==> config.mk <==
export PLATFORM = sky130hd
export DESIGN_NAME = serial_compare_flat
export DESIGN_NICKNAME = d
export VERILOG_FILES = /design/src/rtl/serial_compare_pkg.sv /design/src/rtl/serial_compare_if.sv /design/src/rtl/serial_compare_chunk_compare.sv /design/src/rtl/serial_compare.sv /design/src/flat_wrapper.sv
export SDC_FILE = /design/constraint.sdc
export NUM_CORES = 1
export LEC_CHECK = 0
export CORE_AREA = 3 3 78 80
export CTS_CLUSTER_DIAMETER = 150
export DETAILED_ROUTE_END_ITERATION = 10
export DIE_AREA = 0 0 81 83
export HOLD_SLACK_MARGIN = 0.02
export SLEW_MARGIN = 20
export SYNTH_ARGS = -nofsm -noshare
export SYNTH_HDL_FRONTEND = slang
export SYNTH_SLANG_ARGS = --single-unit
==> constraint.sdc <==
create_clock -name clk -period 3.6 [get_ports clk]
set_input_delay 0.54 -clock clk [delete_from_list [all_inputs] [get_ports clk]]
set_output_delay 0.54 -clock clk [all_outputs]
set_load 0.1 [all_outputs]
==> src/rtl/serial_compare_pkg.sv <==
// Shared types and sizing helpers for the serial magnitude comparator.
package serial_compare_pkg;

  typedef enum logic {
    IDLE,
    RUN
  } state_t;

  function automatic int nchunk(input int width, input int chunk);
    return width / chunk;
  endfunction

endpackage

==> src/rtl/serial_compare_if.sv <==
// Request/result bundle between a datapath master and the serial comparator.
interface serial_compare_if #(
  parameter int WIDTH = 16,
  parameter int CHUNK = 4
);
  import serial_compare_pkg::*;

  localparam int NCHUNK = nchunk(WIDTH, CHUNK);
  localparam int CW     = $clog2(NCHUNK + 1);

  logic             start;
  logic             signed_mode;
  logic [WIDTH-1:0] in1;
  logic [WIDTH-1:0] in2;
  logic             busy;
  logic             done;
  logic             g;
  logic             e;
  logic             l;
  logic [CW-1:0]    chunks;

  modport master (
    output start, signed_mode, in1, in2,
    input  busy, done, g, e, l, chunks
  );

  modport slave (
    input  start, signed_mode, in1, in2,
    output busy, done, g, e, l, chunks
  );

endinterface

==> src/rtl/serial_compare_chunk_compare.sv <==
// Combinational unsigned compare of one chunk slice.
module chunk_compare #(
  parameter int CHUNK = 4
) (
  input  logic [CHUNK-1:0] a,
  input  logic [CHUNK-1:0] b,
  output logic             gt,
  output logic             eq
);

  assign gt = (a > b);
  assign eq = (a == b);

endmodule

==> src/rtl/serial_compare.sv <==
// Multi-cycle MSB-first magnitude comparator: scans CHUNK bits per clock and
// holds a one-hot g/e/l verdict until the next accepted start.
module serial_compare
  import serial_compare_pkg::*;
#(
  parameter int WIDTH      = 16,
  parameter int CHUNK      = 4,
  parameter int EARLY_EXIT = 1
) (
  input logic             clk,
  input logic             rst_n,
  serial_compare_if.slave bus
);

  localparam int NCHUNK = nchunk(WIDTH, CHUNK);
  localparam int CW     = $clog2(NCHUNK + 1);
  localparam int IW     = (NCHUNK > 1) ? $clog2(NCHUNK) : 1;
  localparam logic [WIDTH-1:0] SIGNBIT = WIDTH'(1) << (WIDTH - 1);

  if (WIDTH % CHUNK != 0) begin : g_bad_chunk
    $error("serial_compare: WIDTH must be a multiple of CHUNK");
  end

  state_t           state;
  logic [WIDTH-1:0] ra;
  logic [WIDTH-1:0] rb;
  logic [IW-1:0]    idx;
  logic             found;
  logic             found_gt;
  logic             cmp_gt;
  logic             cmp_eq;
  logic             last;

  chunk_compare #(.CHUNK(CHUNK)) u_cmp (
    .a  (ra[WIDTH-1 -: CHUNK]),
    .b  (rb[WIDTH-1 -: CHUNK]),
    .gt (cmp_gt),
    .eq (cmp_eq)
  );

  assign last = (idx == IW'(NCHUNK - 1));

  // Flipping the sign bit maps two's-complement order onto unsigned order,
  // so the chunk comparator never needs to know about signedness.
  always_ff @(posedge clk or negedge rst_n) begin
    if (!rst_n) begin
      state      <= IDLE;
      ra         <= '0;
      rb         <= '0;
      idx        <= '0;
      found      <= 1'b0;
      found_gt   <= 1'b0;
      bus.busy   <= 1'b0;
      bus.done   <= 1'b0;
      bus.g      <= 1'b0;
      bus.e      <= 1'b0;
      bus.l      <= 1'b0;
      bus.chunks <= '0;
    end else begin
      bus.done <= 1'b0;
      case (state)
        IDLE: begin
          if (bus.start) begin
            ra         <= bus.in1 ^ (bus.signed_mode ? SIGNBIT : '0);
            rb         <= bus.in2 ^ (bus.signed_mode ? SIGNBIT : '0);
            idx        <= '0;
            found      <= 1'b0;
            found_gt   <= 1'b0;
            bus.g      <= 1'b0;
            bus.e      <= 1'b0;
            bus.l      <= 1'b0;
            bus.chunks <= '0;
            bus.busy   <= 1'b1;
            state      <= RUN;
          end
        end
        RUN: begin
          if (!cmp_eq && EARLY_EXIT != 0) begin
            bus.g      <= cmp_gt;
            bus.l      <= !cmp_gt;
            bus.chunks <= CW'(idx) + CW'(1);
            bus.busy   <= 1'b0;
            bus.done   <= 1'b1;
            state      <= IDLE;
          end else begin
            // Only the first differing chunk decides; later ones are ignored.
            if (!cmp_eq && !found) begin
              found    <= 1'b1;
              found_gt <= cmp_gt;
            end
            if (last) begin
              if (found) begin
                bus.g <= found_gt;
                bus.l <= !found_gt;
              end else if (!cmp_eq) begin
                bus.g <= cmp_gt;
                bus.l <= !cmp_gt;
              end else begin
                bus.e <= 1'b1;
              end
              bus.chunks <= CW'(NCHUNK);
              bus.busy   <= 1'b0;
              bus.done   <= 1'b1;
              state      <= IDLE;
            end else begin
              ra  <= ra << CHUNK;
              rb  <= rb << CHUNK;
              idx <= idx + IW'(1);
            end
          end
        end
        default: state <= IDLE;
      endcase
    end
  end

endmodule

==> src/flat_wrapper.sv <==
// flat-port wrapper written by rule: the top's interface ports become plain ports
module serial_compare_flat import serial_compare_pkg::*;
#(
  parameter int WIDTH      = 16,
  parameter int CHUNK      = 4,
  parameter int EARLY_EXIT = 1
)
  (clk, rst_n, bus_start, bus_signed_mode, bus_in1, bus_in2, bus_busy, bus_done, bus_g, bus_e, bus_l, bus_chunks);
  serial_compare_if #(.WIDTH(WIDTH), .CHUNK(CHUNK)) bus_i ();
  input logic clk;
  input logic rst_n;
  input wire logic [$bits(bus_i.start)-1:0] bus_start;
  input wire logic [$bits(bus_i.signed_mode)-1:0] bus_signed_mode;
  input wire logic [$bits(bus_i.in1)-1:0] bus_in1;
  input wire logic [$bits(bus_i.in2)-1:0] bus_in2;
  output wire logic [$bits(bus_i.busy)-1:0] bus_busy;
  output wire logic [$bits(bus_i.done)-1:0] bus_done;
  output wire logic [$bits(bus_i.g)-1:0] bus_g;
  output wire logic [$bits(bus_i.e)-1:0] bus_e;
  output wire logic [$bits(bus_i.l)-1:0] bus_l;
  output wire logic [$bits(bus_i.chunks)-1:0] bus_chunks;
  assign bus_i.start = bus_start;
  assign bus_i.signed_mode = bus_signed_mode;
  assign bus_i.in1 = bus_in1;
  assign bus_i.in2 = bus_in2;
  assign bus_busy = bus_i.busy;
  assign bus_done = bus_i.done;
  assign bus_g = bus_i.g;
  assign bus_e = bus_i.e;
  assign bus_l = bus_i.l;
  assign bus_chunks = bus_i.chunks;
  serial_compare #(.WIDTH(WIDTH), .CHUNK(CHUNK), .EARLY_EXIT(EARLY_EXIT)) u_core (.clk(clk), .rst_n(rst_n), .bus(bus_i));
endmodule
==> reports/results.md, run 1 <==
### CTS
* latest clock arrival within the worst-skew pair: 0.29 ns
* buffer cell driving the clock tree root: sky130_fd_sc_hd__clkbuf_8
* cts-stage hold buffer count: 0
* H-Tree Depth: 2
* number of CTS-inserted buffers: 5
* setup fix buffers added after clock tree synthesis: 0
* clock tree from TritonCTS: done
* CTS Sinks: 45
* post-cts sizing count: 0
* post-CTS clock slew at the launch and capture registers of the worst setup and hold paths: 0.08 ns
* buffer levels on the longest clock path: 2

### Critical path
* CP top delay family: buffers and inverters
* number of buffer and inverter stages on the critical path: 1
* type of destination of the critical path: output port
* classification of the worst setup path: reg -> out
* logic depth of the worst setup path including buffers: 1
* Worst Reg2Reg Path Length in Cells: 5
* delay of the slowest cell on the worst path: 1.14 ns
* cell-by-cell trace of the critical path: clkdlybuf4s50_1
* data required time at the worst endpoint: 3.06 ns
* Data arrival, critical path: 1.81 ns
* slowest CP cell: sky130_fd_sc_hd__clkdlybuf4s50_1
* maximum fanout encountered on the critical timing path: 3
* Worst Setup Start Kind: flip-flop

### Power
* net switching power: 916 µW
* VDD IR max: 320 µV
* leakage power: 1.21 nW
* sw frac: 42.7%
* proportion of power drawn by combinational gates: 46.7%
* power per cell area: 795 nW/µm²
* part of the total power dissipated in the clock network: 13.9%
* internal portion of total power: 1.23 mW
* Flop pwr share: 39.3%

### Synth
* xor/xnor share of the synthesized area: 1.22%
* nets in the synthesized netlist: 250
* Mapped Avg Cell Area: 10.3 µm²
* mux contribution to synthesized area: 11.7%
* number of cells produced by synthesis: 209
* Syn Std Cell Area: 2150 µm²
* area fraction in compound gates after synthesis: 14.9%
* count of yosys warnings during synthesis: 0
* largest family of logic cells by synthesized area: compound AO/OA/AOI/OAI gates
* post-synthesis share of cell area spent on full adders, half adders and majority gates: 2.91%
* Simple-Gate Fraction of Synth Area: 12.4%
* Most used DFF post-synth: sky130_fd_sc_hd__dfrtp_1
* flops & latches, synth: 45
* EDFF count, synth: 0
* number of distinct library cells after synthesis: 34
* fraction of the yosys area taken by sequential cells: 52.4%
* async set-or-reset flop fraction in the synthesized netlist: 100%

### Min path
* type of the tightest min-delay check: in -> async

### Job
* maximum capacitance violations: 0

### Floorplan
* Die Width: 81 µm
* total die area: 6720 µm²
* I/O pin count: 44
* Initial Utilization: 39.2%
* area of the placeable core: 5470 µm²
* Site Rows: 27
* Vert. Die Dim: 83 µm

### Global routing
* via count of the first global-routing pass: 1520
* antenna violations before repair: 0
* largest net degree at the start of global routing: 46
* global-route wire length before repair: 7.29 mm
* all-layer global routing usage: 14.2%
* overflow left after global routing: 0

### Drt
* wire length on met3: 252 µm
* final routed wire length divided by cell count: 13.7 µm
* first drt pass iteration count: 4
* met2 WL post-DR: 2.10 mm
* Detailed Route WL: 4.43 mm
* detailed-routing wirelength on met1: 2.04 mm
* Post-DRT Antenna Nets: 0
* routed vias: 1575
* final routed DRC violation total: 0
* uppermost layer routed: met4
* post-detailed-route via-to-cell ratio: 4.88
* first-iteration detailed-routing DRC count: 64

### Run status
* status: completed

### Placed design
* Port Buffer Count: 43
* half-perimeter wire length of the detailed placement result: 3.18 mm
* final weighted congestion in routability-driven placement: 0.723
* worst slack, placed: 1.06 ns

### Timing
* final setup skew: 0.00653 ns
* final cycle utilization of the critical path: 65.2%
* final count of hold timing violations: 0
* final setup vio count: 0
* clock period minus final worst setup slack: 2.35 ns
* sum of negative setup slack: 0 ns
* post-layout worst setup margin: 1.25 ns
* WHS: 0.244 ns
* Worst Tran Pin Value: 0.974 ns
* Max Freq: 426 MHz
* setup repair after global routing missed its margin: false
* Final Slew Violations: 0
* max-slew headroom at the worst pin: 34.9%

### Layout
* Final Util: 49.3%
* share of post-route cells with drive strength above 1: 6.77%
* number of inserted diodes: 0
* Area Growth Syn to Fin: 25.6%
* net total in the final layout: 291

[layer usage]
layer,GRT usage (%),up-vias
met5,0,-
met4,5.07,0
met3,3.69,2
met2,21.9,47
met1,19.1,724
li1,-,802
[state kept, by name, indices dropped and copies added, names as in the netlist]
register / cells
u_core.state: 1
u_core.bus.busy: 1
u_core.ra: 16
u_core.bus.e: 1
u_core.found: 1
u_core.bus.l: 1
u_core.bus.g: 1
u_core.bus.done: 1
u_core.bus.chunks: 3
u_core.rb: 16
u_core.idx: 2
u_core.found_gt: 1
[final timing paths]
path	endpoint	slack [ns]	from
min in group clk	u_core.ra[10]$_DFFE_PN0P_	0.48	u_core.ra[10]$_DFFE_PN0P_
max in group asynchronous	u_core.bus.chunks[1]$_DFFE_PN0P_	2.96	rst_n
hold reg to reg	u_core.ra[10]$_DFFE_PN0P_	0.48	u_core.ra[10]$_DFFE_PN0P_
hold / removal	u_core.found_gt$_DFFE_PN0P_	0.24	rst_n
setup reg to reg	u_core.rb[14]$_DFFE_PN0P_	1.44	u_core.rb[15]$_DFFE_PN0P_
setup / recovery	bus_busy	1.25	u_core.bus.busy$_DFFE_PN0P_
[synth_stat cells, drive strengths merged, types with 2 or more instances]
| master | number | area [µm²] |
|---|---|---|
| a22o | 6 | 55.1 |
| nor2 | 6 | 25.0 |
| nand2b | 3 | 18.8 |
| and2 | 2 | 12.5 |
| inv | 6 | 22.5 |
| nand2 | 46 | 173 |
| mux2i | 24 | 240 |
| xor2 | 2 | 17.5 |
| clkbuf | 2 | 8.75 |
| nor2b | 2 | 12.5 |
| a21oi | 5 | 36.3 |
| o21ai | 32 | 160 |
| buf | 10 | 62.6 |
| ha | 5 | 62.6 |
| dfrtp | 45 | 1130 |
[cell families after synthesis]
group,Yosys count
DFF,45
xor gates and xnor gates,3
muxes,25
buffers and inverters,18
and+or+nand+nor,62
AOI/OAI and AO/OA,51
adders and majority gates,5
[cell usage in the layout, fill, tap and decap left out, drive strengths merged, types with 2 or more instances in the layout]
cell	netlist	final
a21oi	5	5
a22o	6	6
and2	2	2
buf	10	4
clkbuf	2	8
clkdlybuf4s50	0	42
dfrtp	45	45
ha	5	5
inv	6	6
mux2i	24	24
nand2	46	46
nand2b	3	3
nor2	6	6
nor2b	2	2
o21ai	32	32
xor2	2	2
[power by group through the flow]
stage / logic, mW / clock network (mW) / registers (mW)
2_1_floorplan: 0.592 / 0 / 1.02
3_3_place_gp: 0.997 / 0 / 0.849
3_5_place_dp: 1.01 / 0 / 0.858
4_1_cts: 1.01 / 0.312 / 0.846
5_1_grt: 1.12 / 0.329 / 0.878
6_report: 1.00 / 0.299 / 0.843
[per-stage QoR]
stage / power (mW) / cell area (µm²) / std cells
after global routing: 2.32 / 2700 / 323
after detailed placement: 1.87 / 2610 / 315
after CTS: 2.17 / 2690 / 323
after floorplan: 1.62 / 2150 / 209
final: 2.14 / 2700 / 323
after global placement: 1.85 / 2610 / 315
[layout make-up]
type	instances	area, µm²
sequential	45	1130
tap	72	90.1
multi-input combinational	146	927
clock buffer	8	80.1
inverter	6	22.5
timing repair buffer	46	450
fill	555	2780
Note: power is estimated with default switching activity, not from simulation.
==> inputs of run 2 (changes only) <==
==> constraint.sdc (replaced) <==
create_clock -name clk -period 2.29 [get_ports clk]
set_input_delay 0.3435 -clock clk [delete_from_list [all_inputs] [get_ports clk]]
set_output_delay 0.3435 -clock clk [all_outputs]
set_load 0.1 [all_outputs]
==> run 2 against run 1 <==
- wire length grew 0.41%
- non-clock buffer count grew 4
- worst setup slack worse by 0.88 ns
- sequential share of layout area shrank 0.40 points
- critical endpoint is now u_core.idx[1]$_DFFE_PN0P_
==> reports/results.md, run 2 (synthesis gave the netlist of run 1 again) <==
### Run status
* status: completed

### Placed design
* final weighted congestion in routability-driven placement: 0.752, +3.9%
* Port Buffer Count: 43, unchanged
* cell count after placement: 319, +1.3%
* half-perimeter wire length of the detailed placement result: 3.20 mm, +0.70%

### Layout
* commonest cells after routing, fill and taps aside: sky130_fd_sc_hd__nand2_1, sky130_fd_sc_hd__dfrtp_1, sky130_fd_sc_hd__clkdlybuf4s50_1, sky130_fd_sc_hd__o21ai_0, sky130_fd_sc_hd__mux2i_1
* non-filler cells, final: 326, +0.93%
* Area Growth Syn to Fin: 26.8%
* number of filler instances in the final layout: 552, -0.54%
* largest registers: u_core.ra (16), u_core.rb (16), u_core.bus.chunks (3)
* number of inserted diodes: 0, unchanged
* net total in the final layout: 295, +1.4%
* share of post-route cells with drive strength above 1: 11.8%, +5.0 points
* most frequent standard cell in the layout excluding fill and tap cells: sky130_fd_sc_hd__nand2_1

### CTS
* buffer cell driving the clock tree root: sky130_fd_sc_hd__clkbuf_8
* post-cts sizing count: 0, unchanged
* number of CTS-inserted buffers: 5, unchanged
* latest clock arrival within the worst-skew pair: 0.29 ns, about the same
* buffer levels on the longest clock path: 2, unchanged
* setup fix buffers added after clock tree synthesis: 0, unchanged
* cts-stage hold buffer count: 0, unchanged
* H-Tree Depth: 2, unchanged
* CTS Sinks: 45, unchanged
* clock tree from TritonCTS: done
* post-CTS clock slew at the launch and capture registers of the worst setup and hold paths: 0.08 ns, about the same

### Timing
* Worst Tran Pin Value: 0.568 ns, -0.405 ns
* final cycle utilization of the critical path: 83.6%
* Final Slew Violations: 0, unchanged
* final setup skew: 0.00437 ns, -0.00216 ns
* clock period minus final worst setup slack: 1.92 ns
* final setup vio count: 0, unchanged
* max-slew headroom at the worst pin: 62.1%, +27 points
* final count of hold timing violations: 0, unchanged
* Max Freq: 522 MHz
* setup repair after global routing missed its margin: false
* sum of negative setup slack: 0 ns, unchanged
* WHS: 0.119 ns, -0.124 ns

### Drt
* Detailed Route WL: 4.45 mm, +0.41%
* final routed wire length divided by cell count: 13.6 µm, -0.52%
* post-detailed-route via-to-cell ratio: 4.76, -2.4%
* first drt pass iteration count: 4, unchanged
* routed vias: 1551, -1.5%
* final routed DRC violation total: 0, unchanged
* Post-DRT Antenna Nets: 0, unchanged
* first-iteration detailed-routing DRC count: 85, +33%

### Global routing
* all-layer global routing usage: 14.5%, +0.32 points
* overflow left after global routing: 0, unchanged
* antenna violations before repair: 0, unchanged
* global-route wire length before repair: 7.54 mm, +3.4%
* via count of the first global-routing pass: 1524, +0.26%
* largest net degree at the start of global routing: 46, unchanged

### Floorplan
* Initial Utilization: 39.2%, unchanged
* area of the placeable core: 5470 µm², unchanged
* Vert. Die Dim: 83 µm, unchanged
* Site Rows: 27, unchanged
* total die area: 6720 µm², unchanged
* Die Width: 81 µm, unchanged
* I/O pin count: 44, unchanged

### Power
* sum of internal, switching and leakage power: 3.43 mW, +60%
* proportion of power drawn by combinational gates: 46.6%, about the same
* part of the total power dissipated in the clock network: 14.3%, +0.4 points
* leakage power: 1.26 nW, +3.3%
* internal portion of total power: 1.98 mW, +61%
* net switching power: 1.45 mW, +58%
* sw frac: 42.3%, -0.41 points
* VDD IR max: 498 µV, +55%
* Flop pwr share: 39.1%, -0.2 points
* power per cell area: 1260 nW/µm², +58%

### Critical path
* Data arrival, critical path: 2.10 ns, +0.29 ns
* classification of the worst setup path: reg -> reg
* Worst Reg2Reg Path Length in Cells: 5, unchanged
* type of destination of the critical path: flip-flop
* Worst Setup Start Kind: flip-flop
* data required time at the worst endpoint: 2.48 ns, -0.58 ns
* maximum fanout encountered on the critical timing path: 5, +2

### Min path
* type of the tightest min-delay check: in -> async

### Job
* maximum capacitance violations: 0, unchanged

## run 2: final timing paths
check | startpoint | to | slack, ns
max in group asynchronous | rst_n | u_core.rb[0]$_DFFE_PN0P_ | 1.78
worst max-delay path | u_core.ra[15]$_DFFE_PN0P_ | u_core.idx[1]$_DFFE_PN0P_ | 0.37
worst min-delay path | rst_n | u_core.rb[15]$_DFFE_PN0P_ | 0.12
worst max register to register | u_core.ra[15]$_DFFE_PN0P_ | u_core.idx[1]$_DFFE_PN0P_ | 0.37
worst min register to register | u_core.rb[13]$_DFFE_PN0P_ | u_core.rb[13]$_DFFE_PN0P_ | 0.48
min in group clk | u_core.rb[13]$_DFFE_PN0P_ | u_core.rb[13]$_DFFE_PN0P_ | 0.48
## run 2: cell type report
| class | count | area (µm²) | share of cell area [%] |
|---|---|---|---|
| flip-flops and latches | 45 | 1130 | 41.4 |
| multi-input cells | 146 | 927 | 34.1 |
| clock buffers | 7 | 86.3 | 3.17 |
| well taps | 72 | 90.1 | 3.31 |
| repair buffers | 50 | 470 | 17.3 |
| inverters | 6 | 22.5 | 0.827 |
## run 2: through the flow
stage	worst slack (ns)	cell area [µm²]	util (%)
floorplan	0.479	2150	-
global placement	0.391	2640	48.2
detailed placement	0.396	2640	48.2
CTS	0.380	2720	49.7
global route	0.258	2720	49.7
finish	0.375	2720	49.7
## run 2: per-layer routing
layer	part of all wire (%)	track usage (%)	wire length, µm
met4	1.5	5.07	68
met3	4.7	3.90	209
met2	45	21.1	2000
met1	49	20.7	2170
met5	0	0	0
## run 2: worst max-delay path, stage by stage, from the launching register on
cell	delay, ns
sky130_fd_sc_hd__dfrtp_1	0.42
sky130_fd_sc_hd__ha_1	0.31
sky130_fd_sc_hd__nand4_1	0.14
sky130_fd_sc_hd__nor2_1	0.30
sky130_fd_sc_hd__mux2_2	0.38
sky130_fd_sc_hd__a22o_2	0.26
## run 2: power groups by stage
| stage | clock [mW] | combinational [mW] | sequential (mW) |
|---|---|---|---|
| after global routing | 0.550 | 1.77 | 1.39 |
| after CTS | 0.520 | 1.62 | 1.34 |
| after global placement | 0 | 1.59 | 1.35 |
| after floorplan | 0 | 0.931 | 1.61 |
| after detailed placement | 0 | 1.62 | 1.36 |
| final | 0.491 | 1.60 | 1.34 |
